File: src/rtl/mem_wait_responder_pkg.sv
// rtl/mem_wait_responder_pkg.sv - shared constants and FSM encoding for the wait-state memory responder
package mem_wait_responder_pkg;

    // Bus width shared with DATAPATH/CONTROL.
    localparam int BUS_WIDTH = 32;

    // Largest legal WAIT_STATES value; sizes the wait counter.
    localparam int WAIT_STATES_MAX = 15;
    localparam int WAIT_CNT_W      = $clog2(WAIT_STATES_MAX + 1);

    typedef enum logic [1:0] {
        ST_IDLE    = 2'd0,
        ST_WAIT    = 2'd1,
        ST_ACK     = 2'd2,
        ST_RELEASE = 2'd3
    } state_e;

endpackage

File: src/rtl/mem_wait_ram.sv
// rtl/mem_wait_ram.sv - word RAM with synchronous write and asynchronous read
//   clk_i    : write clock
//   we_i     : write enable
//   idx_i    : word index (shared by read and write)
//   wdata_i  : write data
//   rdata_o  : read data at idx_i (combinational)
module mem_wait_ram
    import mem_wait_responder_pkg::*;
#(
    parameter int DATA_W = BUS_WIDTH,
    parameter int IDX_W  = 6
) (
    input  logic              clk_i,
    input  logic              we_i,
    input  logic [IDX_W-1:0]  idx_i,
    input  logic [DATA_W-1:0] wdata_i,
    output logic [DATA_W-1:0] rdata_o
);

    logic [DATA_W-1:0] mem_q [2**IDX_W];

    always_ff @(posedge clk_i) begin
        if (we_i) begin
            mem_q[idx_i] <= wdata_i;
        end
    end

    assign rdata_o = mem_q[idx_i];

endmodule

File: src/rtl/mem_wait_responder.sv
// rtl/mem_wait_responder.sv - memory-side RD/WRMAIN/ACK responder with fixed wait states
//   MEM_WAIT_RESPONDER_CLOCK_50      : clock
//   MEM_WAIT_RESPONDER_ResetInLow_In : async active-low reset
//   MEM_WAIT_RESPONDER_A_InBus       : byte address
//   MEM_WAIT_RESPONDER_B_InBus       : write data
//   MEM_WAIT_RESPONDER_RD_In         : read request (level)
//   MEM_WAIT_RESPONDER_WRMain_In     : write request (level)
//   MEM_WAIT_RESPONDER_ACK_Out       : one-cycle completion pulse
//   MEM_WAIT_RESPONDER_Data_OutBus   : last read data (held)
//   MEM_WAIT_RESPONDER_Busy_Out      : high outside IDLE
//   MEM_WAIT_RESPONDER_Error_Out     : sticky access-error flag
module mem_wait_responder
    import mem_wait_responder_pkg::*;
#(
    parameter int DATAWIDTH_BUS   = BUS_WIDTH,
    parameter int ADDR_WORDS_LOG2 = 6,
    parameter int WAIT_STATES     = 2
) (
    input  logic                     MEM_WAIT_RESPONDER_CLOCK_50,
    input  logic                     MEM_WAIT_RESPONDER_ResetInLow_In,
    input  logic [DATAWIDTH_BUS-1:0] MEM_WAIT_RESPONDER_A_InBus,
    input  logic [DATAWIDTH_BUS-1:0] MEM_WAIT_RESPONDER_B_InBus,
    input  logic                     MEM_WAIT_RESPONDER_RD_In,
    input  logic                     MEM_WAIT_RESPONDER_WRMain_In,
    output logic                     MEM_WAIT_RESPONDER_ACK_Out,
    output logic [DATAWIDTH_BUS-1:0] MEM_WAIT_RESPONDER_Data_OutBus,
    output logic                     MEM_WAIT_RESPONDER_Busy_Out,
    output logic                     MEM_WAIT_RESPONDER_Error_Out
);

    localparam bit NO_WAIT = (WAIT_STATES == 0);
    localparam logic [WAIT_CNT_W-1:0] CNT_INIT =
        (WAIT_STATES > 0) ? WAIT_CNT_W'(WAIT_STATES - 1) : '0;

    state_e                   state_q, state_d;
    logic [WAIT_CNT_W-1:0]    cnt_q, cnt_d;
    logic [DATAWIDTH_BUS-1:0] addr_q, addr_d;
    logic [DATAWIDTH_BUS-1:0] wdata_q, wdata_d;
    logic [DATAWIDTH_BUS-1:0] data_q, data_d;
    logic                     wr_q, wr_d;
    logic                     both_q, both_d;
    logic                     ack_q, ack_d;
    logic                     busy_q, busy_d;
    logic                     err_q, err_d;

    logic                     req;
    logic                     idle;
    logic [DATAWIDTH_BUS-1:0] cur_addr;
    logic [DATAWIDTH_BUS-1:0] cur_wdata;
    logic                     cur_wr;
    logic                     cur_both;
    logic                     bad_addr;
    logic                     enter_ack;
    logic                     ram_we;
    logic [DATAWIDTH_BUS-1:0] ram_rdata;

    assign req  = MEM_WAIT_RESPONDER_RD_In | MEM_WAIT_RESPONDER_WRMain_In;
    assign idle = (state_q == ST_IDLE);

    // With zero wait states the access completes on the sampling edge, so the
    // decode must look at the live bus in IDLE and at the captured copy after.
    assign cur_addr  = idle ? MEM_WAIT_RESPONDER_A_InBus : addr_q;
    assign cur_wdata = idle ? MEM_WAIT_RESPONDER_B_InBus : wdata_q;
    assign cur_wr    = idle ? (MEM_WAIT_RESPONDER_WRMain_In & ~MEM_WAIT_RESPONDER_RD_In) : wr_q;
    assign cur_both  = idle ? (MEM_WAIT_RESPONDER_WRMain_In & MEM_WAIT_RESPONDER_RD_In) : both_q;

    assign bad_addr = (|cur_addr[1:0]) | (|cur_addr[DATAWIDTH_BUS-1:ADDR_WORDS_LOG2+2]);

    mem_wait_ram #(
        .DATA_W (DATAWIDTH_BUS),
        .IDX_W  (ADDR_WORDS_LOG2)
    ) u_ram (
        .clk_i   (MEM_WAIT_RESPONDER_CLOCK_50),
        .we_i    (ram_we),
        .idx_i   (cur_addr[ADDR_WORDS_LOG2+1:2]),
        .wdata_i (cur_wdata),
        .rdata_o (ram_rdata)
    );

    always_comb begin
        state_d   = state_q;
        cnt_d     = cnt_q;
        addr_d    = addr_q;
        wdata_d   = wdata_q;
        wr_d      = wr_q;
        both_d    = both_q;
        data_d    = data_q;
        err_d     = err_q;
        enter_ack = 1'b0;

        case (state_q)
            ST_IDLE: begin
                if (req) begin
                    addr_d  = MEM_WAIT_RESPONDER_A_InBus;
                    wdata_d = MEM_WAIT_RESPONDER_B_InBus;
                    wr_d    = MEM_WAIT_RESPONDER_WRMain_In & ~MEM_WAIT_RESPONDER_RD_In;
                    both_d  = MEM_WAIT_RESPONDER_WRMain_In & MEM_WAIT_RESPONDER_RD_In;
                    if (NO_WAIT) begin
                        state_d   = ST_ACK;
                        enter_ack = 1'b1;
                    end else begin
                        state_d = ST_WAIT;
                        cnt_d   = CNT_INIT;
                    end
                end
            end
            ST_WAIT: begin
                if (cnt_q == '0) begin
                    state_d   = ST_ACK;
                    enter_ack = 1'b1;
                end else begin
                    cnt_d = cnt_q - WAIT_CNT_W'(1);
                end
            end
            ST_ACK: begin
                state_d = ST_RELEASE;
            end
            default: begin
                // RELEASE: a request still held from the last access must drop
                // before we return to IDLE, so it is never serviced twice.
                if (!req) begin
                    state_d = ST_IDLE;
                end
            end
        endcase

        // Bad addresses and RD+WRMain collisions still complete, but suppressed.
        ram_we = enter_ack & cur_wr & ~bad_addr;
        if (enter_ack && !cur_wr) begin
            data_d = bad_addr ? '0 : ram_rdata;
        end
        if (enter_ack && (bad_addr || cur_both)) begin
            err_d = 1'b1;
        end

        ack_d  = enter_ack;
        busy_d = (state_d != ST_IDLE);
    end

    always_ff @(posedge MEM_WAIT_RESPONDER_CLOCK_50 or negedge MEM_WAIT_RESPONDER_ResetInLow_In) begin
        if (!MEM_WAIT_RESPONDER_ResetInLow_In) begin
            state_q <= ST_IDLE;
            cnt_q   <= '0;
            addr_q  <= '0;
            wdata_q <= '0;
            wr_q    <= 1'b0;
            both_q  <= 1'b0;
            data_q  <= '0;
            ack_q   <= 1'b0;
            busy_q  <= 1'b0;
            err_q   <= 1'b0;
        end else begin
            state_q <= state_d;
            cnt_q   <= cnt_d;
            addr_q  <= addr_d;
            wdata_q <= wdata_d;
            wr_q    <= wr_d;
            both_q  <= both_d;
            data_q  <= data_d;
            ack_q   <= ack_d;
            busy_q  <= busy_d;
            err_q   <= err_d;
        end
    end

    assign MEM_WAIT_RESPONDER_ACK_Out     = ack_q;
    assign MEM_WAIT_RESPONDER_Data_OutBus = data_q;
    assign MEM_WAIT_RESPONDER_Busy_Out    = busy_q;
    assign MEM_WAIT_RESPONDER_Error_Out   = err_q;

endmodule

File: config.mk
export PLATFORM = sky130hd
export DESIGN_NAME = mem_wait_responder
export DESIGN_NICKNAME = d
export VERILOG_FILES = /design/src/rtl/mem_wait_responder_pkg.sv /design/src/rtl/mem_wait_ram.sv /design/src/rtl/mem_wait_responder.sv
export SDC_FILE = /design/constraint.sdc
export NUM_CORES = 2
export LEC_CHECK = 0
export CAP_MARGIN = 10
export CORE_MARGIN = 3
export CORE_UTILIZATION = 40
export CTS_CLUSTER_DIAMETER = 150
export CTS_CLUSTER_SIZE = 16
export DETAILED_ROUTE_END_ITERATION = 8
export REMOVE_ABC_BUFFERS = 1
export SLEW_MARGIN = 10
export SYNTH_ARGS = -nofsm -noshare
export SYNTH_HDL_FRONTEND = slang
export SYNTH_HIERARCHICAL = 1
export SYNTH_SLANG_ARGS = --single-unit
File: constraint.sdc
create_clock -name MEM_WAIT_RESPONDER_CLOCK_50 -period 4.1 [get_ports MEM_WAIT_RESPONDER_CLOCK_50]
set_clock_uncertainty 0.15 [all_clocks]
set_input_delay 0.615 -clock MEM_WAIT_RESPONDER_CLOCK_50 [delete_from_list [all_inputs] [get_ports MEM_WAIT_RESPONDER_CLOCK_50]]
set_output_delay 0.615 -clock MEM_WAIT_RESPONDER_CLOCK_50 [all_outputs]
set_load 0.05 [all_outputs]
# --- Word level (Yosys, flattened, before mapping) ---
# Memories as Yosys holds them, arrays and structs flattened.
# Index checks and enable logic that the tools add are counted.
classes:
  n_addsub: 1
  eq_ne: 4
  mux: 16
  bitwise_logic: 8
  n_reduce_logical: 12
ops:
  columns: ["cell", "n"]
  rows:
  - ["$mux W32", 3]
  - ["$reduce_or A24 Y1", 1]
  - ["$mux W4", 2]
  - ["$pmux W4 S2", 1]
  - ["$mux W1", 6]
  - ["$mux W2", 3]
  - ["$pmux W2 S3", 1]
  - ["$and A1 B1 Y1", 4]
  - ["$logic_not A4 Y1", 1]
  - ["$ne A2 B2 Y1 const B", 2]
  - ["$reduce_bool A2 Y1", 2]
  - ["$sub A4 B1 Y4 const B", 1]
  - ["$reduce_and A3 Y1", 1]
  - ["$eq A2 B1 Y1 const B", 1]
  - ["$eq A2 B2 Y1 const B", 1]
  - ["$logic_and A1 B1 Y1", 2]
  - ["$logic_not A2 Y1", 1]
  - ["$not A1 Y1", 2]
  - ["$or A1 B1 Y1", 2]
  - ["$reduce_and A2 Y1", 1]
  - ["$reduce_or A2 Y1", 1]
  - ["$logic_not A1 Y1", 1]
  - ["$logic_or A1 B1 Y1", 1]
totals:
  reg_bits: 107
  ramBits: 2048
  in_bits: 68
  out_inout_bits: 35
  mem_count: 1
memory_table:
  columns: ["memory", "depth", "word_bits", "read_ports", "rd_clocked_by_memory_dff", "write_ports", "line", "text"]
  rows:
  - ["u_ram.mem_q", 64, 32, 1, 0, 1, "mem_wait_ram.sv:20", "logic [DATA_W-1:0] mem_q [2**IDX_W];"]

# --- Longest topological paths before layout ---
logic_depth:
  word_depth: 8
  depth_mapped: 20
  depth_no_buf: 10

# --- Hierarchy ---
# The synthesis kept the hierarchy.
modules_own_cells:
  columns: ["module", "n_inst", "cells_each", "area_per_inst_um2", "seq_area_each_um2"]
  rows:
  - ["mem_wait_ram", 1, 4207, 78287.6, 61499.0]
  - ["mem_wait_responder", 1, 442, 4936.0, 2677.6]

# --- Least setup slack after synthesis ---
# No wires, ideal clock.
synth_path:
  path_type: "flip-flop to flip-flop"
  from: "register state_q[1]"
  to: "memory u_ram/mem_q[15][0] (netlist bit) (enable)"
  arrival_ps: 3990
  required_time_ps: 3529
  setup_slack_ps: -461
  path_stages_with_launch: 14
  path_buffers: 8
  synth_period_minus_slack_ps: 4561
  path_cell_list: "dfrtp_1 > buf_2 > nor2_2 > clkbuf_1 > nand2_1 > nand2_1 > buf_2 > buf_2 > buf_2 > buf_2 > buf_2 > buf_2 > nand3_1 > nor2_1"
synth_lines:
  columns: ["element", "line", "text"]
  rows:
  - ["start: declaration", "mem_wait_responder.sv:35", "state_e state_q, state_d;"]
  - ["start signal: assignment", "mem_wait_responder.sv:153", "state_q <= state_d;"]
  - ["$logic_not A2 Y1", "mem_wait_responder.sv:58", "assign idle = (state_q == ST_IDLE);"]
  - ["$mux W32", "mem_wait_responder.sv:62", "assign cur_addr = idle ? MEM_WAIT_RESPONDER_A_InBus : addr_q;"]
  - ["named net cur_addr[4]", "mem_wait_responder.sv:48", "logic [DATAWIDTH_BUS-1:0] cur_addr;"]
  - ["end: declaration", "mem_wait_ram.sv:20", null]
# The timed path passes the listed nets, and every way through them passes these cells.

# --- Worst setup path after layout ---
layout_path:
  from: "register state_q[0]"
  to: "register data_q[0], in the netlist MEM_WAIT_RESPONDER_Data_OutBus[0]"
layout_lines:
  columns: ["element", "line", "text"]
  rows:
  - ["$logic_not A2 Y1", "mem_wait_responder.sv:58", null]
  - ["$mux W32", "mem_wait_responder.sv:62", null]
  - ["named net cur_addr[3]", "mem_wait_responder.sv:48", null]
  - ["$mem_v2 Z64 W32", null, null]
  - ["named net ram_rdata[0]", "mem_wait_responder.sv:55", "logic [DATAWIDTH_BUS-1:0] ram_rdata;"]
  - ["$mux W32", "mem_wait_responder.sv:130", "data_d = bad_addr ? '0 : ram_rdata;"]
  - ["end signal: assignment", "mem_wait_responder.sv:159", "data_q <= data_d;"]
  - ["end: declaration", "mem_wait_responder.sv:39", "logic [DATAWIDTH_BUS-1:0] data_q, data_d;"]
# The timed path passes the listed nets, and every way through them passes these cells.
# A chain may end at the register's enable or synchronous reset.

==> impl_metrics.csv <==
group,metric,value,unit
global_route,overflow,0,
routing,via_count,48200,
synthesis,synth_warnings,6,
setup_path,cpMaxStageDelayCell,"o311ai_0",
synthesis,syn_avg_cell_area,17.9,um2
hold_path,min_delay_path_depth,2,
setup_path,worstPathArrival,4.57,ns
clock_network,numCtsBuffers,152,
sta,timing.final.ws_setup,0.0824,ns
place,place.gp.congestion,0.865,
hold_path,hold_start,"MEM_WAIT_RESPONDER_A_InBus[9]",
global_route,grt_pass1_wl,350,mm
floorplanning,die_w,462,um
global_route,antenna_found_initial,18,
setup_path,timing.rr.end,"MEM_WAIT_RESPONDER_Data_OutBus[0]",
power,p_seq_share,37.9,%
clock_network,cts_setup_buffers,0,
routing,routedWlPerCell,30.6,um
clock_network,clkTransAtPathRegs,0.07,ns
power,p_leak,32.3,nW
cells_and_area,synthToLayoutAreaGrowth,17.8,%
place,port_buffers,102,
setup_path,critPathMaxStageDelay,0.91,ns
setup_path,crit_type,"reg2reg",
floorplanning,dieArea,214000,um2
power,powerDensity,775,nW/um2
cells_and_area,layout_commonest_cell,"edfxtp_1",
sta,tightest_slew,1.24,ns
setup_path,cp_common_cell,"buf_4",
clock_network,htreeDepth,4,
place,dpl_worst_slack,-0.337,ns
setup_path,r2r_start,"state_q[0]",
clock_network,worstSkewPairLatency,0.81,ns
clock_network,cts_tree,"built",
place,dp_hpwl,157,mm
power,intPower,0.0478,W
setup_path,start_kind,"flop",
sta,slew_headroom,17.6,%
floorplanning,die_y,462,um
setup_path,cp_cell_sequence,"buf_4 > nor2_4 > buf_12 > nand2_1 > nand2_4 > buf_6 > nor2b_4 > buf_12 > buf_4 > a22oi_1 > a21boi_0 > buf_4 > o311ai_0 > nand4_1 > a31o_2",
synthesis,async_flop_share,4.97,%
power,combPwrFrac,43.3,%
cells_and_area,nets,5246,
power,ir_drop,0.000517,V
setup_path,r2r.worst_path.cells,15,
floorplanning,ios,103,
sta,fin_crit_sh,98.0,%
sta,final-hold-violation-count,0,
sta,fin_crit,4.02,ns
synthesis,ys_seq_area_share,77.1,%
floorplanning,initial_core_util,40.4,%
power,power.switching,0.0283,W
synthesis,netlist_area,83200,um2
sta,setup_violations,0,
synthesis,yosysUniqueCellTypes,69,
sta,rsz0062_at_grt,"no",
clock_network,cts_buffer_depth,3,
routing,first_pass_iters,5,
global_route,grt_start_max_net_pins,76,
synthesis,ys.flop_type,"edfxtp_1",
cells_and_area,final_cell_mix,"edfxtp_1 (2,048), buf_4 (406), mux2i_1 (259)",
setup_path,reg2reg_slack,0.08,ns
setup_path,required,4.65,ns
routing,antenna_left,0,
sta,drv_slew,0,
setup_path,critPathMaxFanout,13,
power,switching_share,37.2,%
routing,drcViolationCount,0,
routing,wirelength,246,mm
global_route,grt_usage,22.9,%
synthesis,synth-seq-cells,2155,
cells_and_area,drive_above_1_share,23.5,%
floorplanning,rows,166,
hold_path,worstHoldEndpoint,"addr_q[9]",
cells_and_area,finish.utilization,47.6,%
sta,fmax,249,MHz
synthesis,netlist_instances,4649,
job,drv_cap,0,
clock_network,root_buffer,"clkbuf_16",
global_route,grt_pass1_vias,46800,
floorplanning,core,206000,um2
synthesis,synth-edff-count,2048,
setup_path,end_kind,"flop",
routing,drt_iter0_drc,6270,
power,clkPwrFrac,18.8,%
hold_path,hold_class,"in2reg",
outcome,status,"finished clean",
clock_network,cts_sinks,2155,
routing,drt-vias-per-instance,6.00,
-- cells by family (layout without fill, tap and decap cells) --
group	count (synthesis)	in the layout	share of synthesized area (%)
buf+inv	330	937	1.85
fa+ha+maj	2	2	0.0301
xor+xnor	2	2	0.0211
other cells	0	9	0
compound gates	981	981	8.67
mux	566	566	8.57
flops	2155	2155	77.1
simple gates	613	613	3.75
-- worst max path at each step --
stage                             startpoint                                 end  slack [ns]  cells after the start
2_1_floorplan                     state_q[1]   MEM_WAIT_RESPONDER_Data_OutBus[3]      -19.95                     10
3_3_place_gp   MEM_WAIT_RESPONDER_A_InBus[2]   MEM_WAIT_RESPONDER_Data_OutBus[6]       -0.36                     15
3_5_place_dp   MEM_WAIT_RESPONDER_A_InBus[2]  MEM_WAIT_RESPONDER_Data_OutBus[27]       -0.34                     10
4_1_cts                           state_q[0]  MEM_WAIT_RESPONDER_Data_OutBus[11]        0.02                     14
5_1_grt                           state_q[0]   MEM_WAIT_RESPONDER_Data_OutBus[3]       0.008                     14
6_report                          state_q[0]   MEM_WAIT_RESPONDER_Data_OutBus[0]        0.08                     15
-- what timing repair did --
action / 4_1_cts / 5_1_grt
pin swaps: 0 / 0
hold buffers: 1 / 0
gates resized for setup: 2 / 20
hold endpoints to repair: 67 / 0
setup endpoints to repair: 2 / 16
-- cells in the mapped netlist, drive strengths merged (85+ instances only) --
master / n / area share (%)
edfxtp: 2048 / 74
mux2i: 259 / 3.1
mux2: 211 / 2.9
a22oi: 188 / 1.7
clkbuf: 177 / 0.80
a221oi: 175 / 1.8
nor2: 155 / 0.71
buf: 148 / 1.0
nand2: 145 / 0.66
a21oi: 128 / 0.77
dfrtp: 107 / 3.2
mux4: 96 / 2.6
o22ai: 93 / 0.70
o21ai: 90 / 0.54
and3: 85 / 0.64
-- registers in the layout, summed over array words and instances (netlist names) --
signal and cells:
MEM_WAIT_RESPONDER_Error_Out 1, both_q 1, u_ram/mem_q 2048, state_q 2, wdata_q 32, wr_q 1, MEM_WAIT_RESPONDER_Data_OutBus 32, addr_q 32
MEM_WAIT_RESPONDER_ACK_Out 1, cnt_q 4, MEM_WAIT_RESPONDER_Busy_Out 1
-- metrics by stage --
step / cell area (um2) / std cells / total power [W] / hold slack [ns] / TNS (ns)
final: 98100 / 8037 / 0.0760 / 0.296 / 0
after global placement: 93700 / 7793 / 0.0614 / 0.336 / -5.89
after CTS: 98000 / 8028 / 0.0760 / 0.232 / 0
after global routing: 98000 / 8030 / 0.0787 / 0.258 / 0
after detailed placement: 93700 / 7793 / 0.0619 / 0.340 / -5.96
after floorplan: 81700 / 4324 / 0.0391 / 0.169 / -
-- layer usage --
metal  track usage (%)  wire length [um]  up-vias  part of all wire [%]
li1                  -                 -    20000                     -
met5                 0                71        -                 0.029
met3              3.82             22100      370                   9.0
met4              6.77              7800       10                   3.2
met2              35.7            114000     2341                    46
met1              33.0            102000    25400                    42
-- power groups by stage --
stage	clock network (W)	logic, W	registers [W]
finish	0.0143	0.0329	0.0288
global placement	0	0.0321	0.0293
floorplan	0	0.00961	0.0295
global route	0.0153	0.0346	0.0288
detailed placement	0	0.0326	0.0293
CTS	0.0146	0.0326	0.0288
-- worst max-delay path: cells and delay by family, from the launching register on --
family | cells | cell delay [ns]
buffers and inverters | 6 | 1.08
and+or+nand+nor | 5 | 0.77
DFF | 1 | 0.37
AOI/OAI and AO/OA | 4 | 1.52
-- final cells by class --
type / instances / area (um2)
Antenna cell: 9 / 22.5
Inverter: 5 / 26.3
Sequential cell: 2155 / 64200
Tap cell: 2772 / 3470
Timing Repair Buffer: 698 / 7820
Clock inverter: 9 / 114
Multi-Input combinational cell: 2164 / 18300
Clock buffer: 225 / 4160
Fill cell: 17100 / 108000
Note: power is estimated with default switching activity, not from simulation.
